<file path="src/rtl/pipe_add_arbiter_pkg.sv">
// Shared definitions for the pipelined-adder arbiter slice.
//   id_width() : requester index width for a given requester count
//   tag_t      : {valid, id} record carried alongside the PE pipeline
//   UiAddLat   : default latency of the ui_add processing element
package pipe_add_arbiter_pkg;

    localparam int unsigned MaxReq   = 16;
    localparam int unsigned MaxIdW   = 4;
    localparam int unsigned UiAddLat = 1;

    typedef struct packed {
        logic              valid;
        logic [MaxIdW-1:0] id;
    } tag_t;

    function automatic int unsigned id_width(input int unsigned nreq);
        return (nreq > 1) ? $clog2(nreq) : 1;
    endfunction

endpackage

</file>
<file path="src/rtl/pipe_add_arbiter_rr_arbiter.sv">
// Round-robin arbiter with one-hot grant and update-on-accept pointer.
//   clk_i    : clock
//   rst_i    : asynchronous active-high reset
//   en_i     : grant enable; 0 forces an empty grant
//   req_i    : per-requester request vector
//   gnt_o    : one-hot grant (only ever set on a requesting lane)
//   gnt_id_o : index of the granted lane
//   gnt_any_o: a grant (and therefore a handshake) is happening this cycle
module pipe_add_arbiter_rr_arbiter
    import pipe_add_arbiter_pkg::*;
#(
    parameter int unsigned NREQ = 4,
    parameter int unsigned IdW  = id_width(NREQ)
) (
    input  logic            clk_i,
    input  logic            rst_i,
    input  logic            en_i,
    input  logic [NREQ-1:0] req_i,
    output logic [NREQ-1:0] gnt_o,
    output logic [IdW-1:0]  gnt_id_o,
    output logic            gnt_any_o
);

    logic [IdW-1:0] ptr_q, ptr_d;
    int unsigned    idx;

    // Search starts one past the last winner so the winner drops to lowest priority.
    always_comb begin
        gnt_o     = '0;
        gnt_id_o  = '0;
        gnt_any_o = 1'b0;
        idx       = 0;
        for (int unsigned k = 1; k <= NREQ; k++) begin
            idx = (32'(ptr_q) + k) % NREQ;
            if (en_i && !gnt_any_o && req_i[idx]) begin
                gnt_any_o     = 1'b1;
                gnt_o[idx]    = 1'b1;
                gnt_id_o      = IdW'(idx);
            end
        end
    end

    always_comb begin
        ptr_d = ptr_q;
        if (gnt_any_o) begin
            ptr_d = gnt_id_o;
        end
    end

    always_ff @(posedge clk_i or posedge rst_i) begin
        if (rst_i) begin
            ptr_q <= IdW'(NREQ - 1);
        end else begin
            ptr_q <= ptr_d;
        end
    end

endmodule

</file>
<file path="src/rtl/pipe_add_arbiter.sv">
// Shares one pipelined adder PE between NREQ requesters. A round-robin arbiter
// issues at most one op per cycle; a {valid, id} tag pipe tracks each op through
// the PE so the result returns on a registered, one-hot response port.
//   clk, rst            : clock, asynchronous active-high reset
//   en, pe_cts          : issue enable / PE clear-to-send (both gate grants)
//   req_valid/req_ready : per-lane request and one-hot grant
//   req_in1/req_in2     : flattened operands, lane i at [i*N +: N]
//   pe_in1/pe_in2/pe_out: PE operand outputs and result input
//   rsp_valid/id/data   : one-hot result strobe, owner index, sum mod 2^N
//   inflight            : ops issued but not yet responded
//   issued_cnt          : handshakes since reset (wrapping)
module pipe_add_arbiter
    import pipe_add_arbiter_pkg::*;
#(
    parameter int unsigned N    = 64,
    parameter int unsigned NREQ = 4,
    parameter int unsigned LAT  = UiAddLat,
    parameter int unsigned CNTW = 32
) (
    input  logic                        clk,
    input  logic                        rst,
    input  logic                        en,
    input  logic [NREQ-1:0]             req_valid,
    output logic [NREQ-1:0]             req_ready,
    input  logic [NREQ*N-1:0]           req_in1,
    input  logic [NREQ*N-1:0]           req_in2,
    input  logic                        pe_cts,
    output logic [N-1:0]                pe_in1,
    output logic [N-1:0]                pe_in2,
    input  logic [N-1:0]                pe_out,
    output logic [NREQ-1:0]             rsp_valid,
    output logic [$clog2(NREQ)-1:0]     rsp_id,
    output logic [N-1:0]                rsp_data,
    output logic [$clog2(LAT+2)-1:0]    inflight,
    output logic [CNTW-1:0]             issued_cnt
);

    localparam int unsigned IdW  = id_width(NREQ);
    localparam int unsigned InfW = $clog2(LAT + 2);

    logic            arb_en;
    logic            hs;
    logic [NREQ-1:0] gnt;
    logic [IdW-1:0]  gnt_id;

    // Gating with rst keeps req_ready low for the whole reset pulse.
    assign arb_en = en & pe_cts & ~rst;

    pipe_add_arbiter_rr_arbiter #(
        .NREQ (NREQ),
        .IdW  (IdW)
    ) u_rr_arbiter (
        .clk_i     (clk),
        .rst_i     (rst),
        .en_i      (arb_en),
        .req_i     (req_valid),
        .gnt_o     (gnt),
        .gnt_id_o  (gnt_id),
        .gnt_any_o (hs)
    );

    assign req_ready = gnt;

    always_comb begin
        pe_in1 = '0;
        pe_in2 = '0;
        for (int unsigned i = 0; i < NREQ; i++) begin
            if (gnt[i]) begin
                pe_in1 = req_in1[i*N +: N];
                pe_in2 = req_in2[i*N +: N];
            end
        end
    end

    // Tag pipe: stage LAT-1 lines up with the PE result for the same op.
    tag_t tag_q [LAT];
    tag_t tag_in;
    tag_t tag_out;
    logic rsp_fire;
    logic unused_tag_id;

    always_comb begin
        tag_in       = '0;
        tag_in.valid = hs;
        tag_in.id    = MaxIdW'(gnt_id);
    end

    assign tag_out       = tag_q[LAT-1];
    assign rsp_fire      = tag_out.valid;
    assign unused_tag_id = ^tag_out.id;

    always_ff @(posedge clk or posedge rst) begin
        if (rst) begin
            for (int unsigned s = 0; s < LAT; s++) begin
                tag_q[s] <= '0;
            end
        end else begin
            tag_q[0] <= tag_in;
            for (int unsigned s = 1; s < LAT; s++) begin
                tag_q[s] <= tag_q[s-1];
            end
        end
    end

    // Response register; id/data hold when no result is returning.
    logic [NREQ-1:0] rsp_valid_q, rsp_valid_d;
    logic [IdW-1:0]  rsp_id_q, rsp_id_d;
    logic [N-1:0]    rsp_data_q, rsp_data_d;

    always_comb begin
        rsp_valid_d = '0;
        rsp_id_d    = rsp_id_q;
        rsp_data_d  = rsp_data_q;
        if (rsp_fire) begin
            rsp_valid_d = NREQ'(1) << tag_out.id[IdW-1:0];
            rsp_id_d    = tag_out.id[IdW-1:0];
            rsp_data_d  = pe_out;
        end
    end

    always_ff @(posedge clk or posedge rst) begin
        if (rst) begin
            rsp_valid_q <= '0;
            rsp_id_q    <= '0;
            rsp_data_q  <= '0;
        end else begin
            rsp_valid_q <= rsp_valid_d;
            rsp_id_q    <= rsp_id_d;
            rsp_data_q  <= rsp_data_d;
        end
    end

    assign rsp_valid = rsp_valid_q;
    assign rsp_id    = rsp_id_q;
    assign rsp_data  = rsp_data_q;

    // Counters.
    logic [InfW-1:0] inflight_q, inflight_d;
    logic [CNTW-1:0] issued_cnt_q, issued_cnt_d;

    always_comb begin
        inflight_d = inflight_q;
        if (hs && !rsp_fire) begin
            inflight_d = inflight_q + InfW'(1);
        end else if (!hs && rsp_fire) begin
            inflight_d = inflight_q - InfW'(1);
        end
        issued_cnt_d = hs ? issued_cnt_q + CNTW'(1) : issued_cnt_q;
    end

    always_ff @(posedge clk or posedge rst) begin
        if (rst) begin
            inflight_q   <= '0;
            issued_cnt_q <= '0;
        end else begin
            inflight_q   <= inflight_d;
            issued_cnt_q <= issued_cnt_d;
        end
    end

    assign inflight   = inflight_q;
    assign issued_cnt = issued_cnt_q;

endmodule
</file>
<file path="config.mk">
export PLATFORM = sky130hd
export DESIGN_NAME = pipe_add_arbiter
export DESIGN_NICKNAME = d
export VERILOG_FILES = /design/src/rtl/pipe_add_arbiter_pkg.sv /design/src/rtl/pipe_add_arbiter_rr_arbiter.sv /design/src/rtl/pipe_add_arbiter.sv
export SDC_FILE = /design/constraint.sdc
export NUM_CORES = 1
export LEC_CHECK = 0
export ABC_CLOCK_PERIOD_IN_PS = 3680
export BUFFER_PORTS_ARGS = -buffer_cell sky130_fd_sc_hd__buf_2
export CAP_MARGIN = 20
export CORE_AREA = 3 3 322 324
export CTS_CLUSTER_SIZE = 14
export DETAILED_ROUTE_END_ITERATION = 12
export DIE_AREA = 0 0 325 327
export PLACE_DENSITY = 0.34
export SKIP_LAST_GASP = 1
export SYNTH_ARGS = -nofsm -noshare
export SYNTH_HDL_FRONTEND = slang
export SYNTH_SLANG_ARGS = --single-unit
</file>
<file path="constraint.sdc">
create_clock -name clk -period 3.68 [get_ports clk]
set_input_delay 0.552 -clock clk [delete_from_list [all_inputs] [get_ports clk]]
set_output_delay 0.552 -clock clk [all_outputs]
set_load 0.1 [all_outputs]
</file>
==> run_results.csv <==
group,metric,value,unit
outcome,status,"complete, but fails checks",
outcome,violations,"negative setup slack",
critical_path,critPathMostFrequentCell,"buf_12",
power,powerDensity,733,nW/um^2
floorplanning,num_rows,117,
global_route,grtUsageTotal,0.135,
synthesis,synth_edf_count,0,
synthesis,synthArstFlopShare,1.00,
sta,tightest_slew,0.839,ns
global_route,grt_pass1_wl,101000,um
layout,synthToLayoutAreaGrowth,132,%
sta,rsz0062_at_grt,"yes",
critical_path,cp-start-kind,"register",
drt,detail_route.drc_violations,0,
clock_network,ctsRootBufferMaster,"clkbuf_16",
critical_path,worstPathMaxFanout,8,
global_route,grt_max_degree,58,
synthesis,synthesis.nets,1413,
clock_network,cts_hold_buffers,0,
layout,drive_gt1_frac,0.825,
drt,wl_per_cell,24.5,um
synthesis,ys_types,55,
sta,final_hold_viol_count,0,
drt,routed_wl,76500,um
place,gp_congestion,0.939,
synthesis,synth_cells,819,
critical_path,cpMaxStageDelayCell,"dfstp_2",
synthesis,synth_area_leaders,"dfrtp_1 31%, a22oi_2 16%, o22ai_1 9.3%",
critical_path,path_cells,"clkinvlp_4 -> ha_4 -> mux4_2 -> or4b_1 -> o31a_1 -> buf_4 -> o211ai_1 -> buf_4 -> buf_12 -> buf_12 -> buf_16 -> o22ai_2 -> a21oi_2 -> buf_12",
sta,setup_viol,129,
critical_path,crit_type,"reg2out",
critical_path,critPathArrivalTime,3.77,ns
synthesis,yosysMostFrequentCell,"o22ai_1",
sta,whs,0.355,ns
floorplanning,ioPinCount,820,
power,leakage,0.00815,uW
sta,finClkSkew,0.0138,ns
drt,first_pass_iters,5,
global_route,overflow,0,
sta,max_freq,231,MHz
clock_network,tritoncts,"built",
drt,vias,11297,
min_path,min_path_type,"in2async",
drt,drtIter0Drc,488,
place,placed_cells,3033,
floorplanning,initial_core_util,0.0859,
power,irDropWorstVdd,0.391,mV
global_route,antenna_found_initial,52,
global_route,grt_pass1_vias,12058,
critical_path,critical-path-top-delay-family,"buffers and inverters",
drt,ant_nets,0,
floorplanning,floorplan.die.width,325,um
synthesis,yosys_warnings,0,
clock_network,clk_path_buf_depth,2,
synthesis,synth-seq-cells,109,
synthesis,synthFlopType,"dfrtp_1",
sta,period_share,1.17,
critical_path,required,3.13,ns
place,dpl_cell_area,17500,um^2
clock_network,cts_max_level,3,
critical_path,cp_num_buf_inv,7,
floorplanning,fp.coreArea,101000,um^2
critical_path,crit_path_max_incr_delay,0.58,ns
clock_network,clkTransAtPathRegs,0.07,ns
synthesis,yosys.area.top_type_share,0.307,
synthesis,syn_avg_cell_area,10.6,um^2
layout,final-instance-count-excl-fill,3117,
floorplanning,fp.dieArea,106000,um^2
clock_network,cts_sinks,109,
critical_path,end_kind,"primary output",
clock_network,clk_latency,0.37,ns
layout,post-route-util,0.199,
synthesis,seq_area_frac_synth,0.313,
drt,via_per_inst,3.62,
sta,relSlewSlack,0.438,
clock_network,cts_made_buffers,9,
synthesis,synthTopCellsByCount,"129 x o22ai_1, 111 x a22oi_2, 107 x dfrtp_1",
sta,finalWorstPathRequiredPeriod,4.32,ns
place,dp_hpwl,62000,um
sta,layout_setup_ws,-0.643,ns
synthesis,netlist_area,8710,um^2
layout,final_area,20200,um^2
layout,fin_nets,2328,
floorplanning,die_h,327,um
place,io_buffer_count,819,
sta,slew_violations,0,
run,max_cap_viol_count,0,
synthesis,yosys.area.top_type,"dfrtp_1",
## where the power goes
part	internal, uW	leakage (uW)	switching (uW)
logic	4130	0.00664	8050
clock network	546	0.000151	506
registers	1400	0.00136	143
total	6080	0.00815	8700
## metal layers
metal	part of all wire	global-route usage
met3	0.079	0.0388
met1	0.42	0.170
met2	0.49	0.237
met4	0.013	0.0157
met5	0.0017	0
## final timing paths
path,startpoint,endpoint,slack [ns],cells past startpoint
max,u_rr_arbiter.ptr_q[0],pe_in2[20],-0.64,14
min,rst,rsp_fire,0.36,2
max reg2reg,u_rr_arbiter.ptr_q[0],tag_out[1],1.13,7
min reg2reg,inflight[1],inflight[1],0.46,1
max in group asynchronous,rst,issued_cnt[7],2.56,3
min in group clk,pe_out[7],rsp_data[7],0.41,2
## stage by stage
stage          setup slack (ns)  TNS, ns  total power, uW
5_1_grt                  -0.786   -91.32            15300
3_3_place_gp             -0.756   -39.17            13000
2_1_floorplan            -0.624   -63.81             8910
3_5_place_dp             -0.744   -42.51            13000
6_report                 -0.643   -71.14            14800
4_1_cts                  -0.691   -79.63            14800
## sequential cells by signal, summed over array words and instances, names as in the netlist
signal and count:
rsp_data 64, issued_cnt 32, rsp_valid 4, inflight 2
rsp_id 2, tag_out 2, u_rr_arbiter.ptr_q 2, rsp_fire 1
## cell type report
type                       instances  area, um^2
fill                           11169       81300
timing repair buffer             985        8330
antenna                           10        25.0
clock inverter                     7        91.3
clock buffer                       9         225
inverter                           9        52.6
tap                             1368        1710
multi-input combinational        620        7000
sequential                       109        2730
## logic make-up after synthesis
kind of cell / count (synthesis) / synth area share
DFF: 109 / 0.313
and+or+nand+nor: 102 / 0.0641
xor gates and xnor gates: 34 / 0.0342
adders and majority gates: 10 / 0.0144
AOI/OAI and AO/OA: 401 / 0.385
muxes: 73 / 0.0993
buffers and inverters: 90 / 0.0896
## worst reg2reg max path, stage by stage (launching register included)
cell and delay (ns):
dfstp_2 0.58, clkinvlp_4 0.12, ha_4 0.28, mux4_2 0.36
buf_6 0.15, or4b_4 0.52, o22ai_1 0.30, a21o_1 0.17
## repair_timing
| action | in CTS | in global routing |
|---|---|---|
| buffers inserted | 37 | 13 |
| pin swaps | 61 | 46 |
| cloned | 13 | 7 |
| gates resized for setup | 178 | 77 |
| setup endpoints to repair | 129 | 129 |
## placed cells by master, fill, tap and decap left out, drive strengths merged, types with 3 or more instances in the layout
| cell type | synthesis | final |
|---|---|---|
| nor2 | 18 | 18 |
| nand4 | 4 | 4 |
| xor2 | 17 | 17 |
| dfrtp | 107 | 107 |
| clkbuf | 19 | 16 |
| nand2b | 6 | 6 |
| nand3 | 6 | 6 |
| or4b | 3 | 3 |
| mux2 | 67 | 67 |
| a21o | 4 | 4 |
| a22oi | 127 | 127 |
| nand2 | 28 | 28 |
| inv | 8 | 10 |
| mux4 | 4 | 4 |
| diode | 0 | 10 |
| clkinv | 1 | 3 |
| buf | 62 | 977 |
| nand4b | 3 | 3 |
| nand3b | 5 | 5 |
| ha | 10 | 10 |
| or2 | 3 | 3 |
| nor3 | 6 | 6 |
| and4 | 3 | 3 |
| and3 | 6 | 6 |
| a21oi | 130 | 130 |
| xnor2 | 17 | 17 |
| o22ai | 129 | 129 |
| o21ai | 3 | 3 |
| nor4 | 5 | 5 |
No activity file was read; power rests on OpenSTA's default activity.
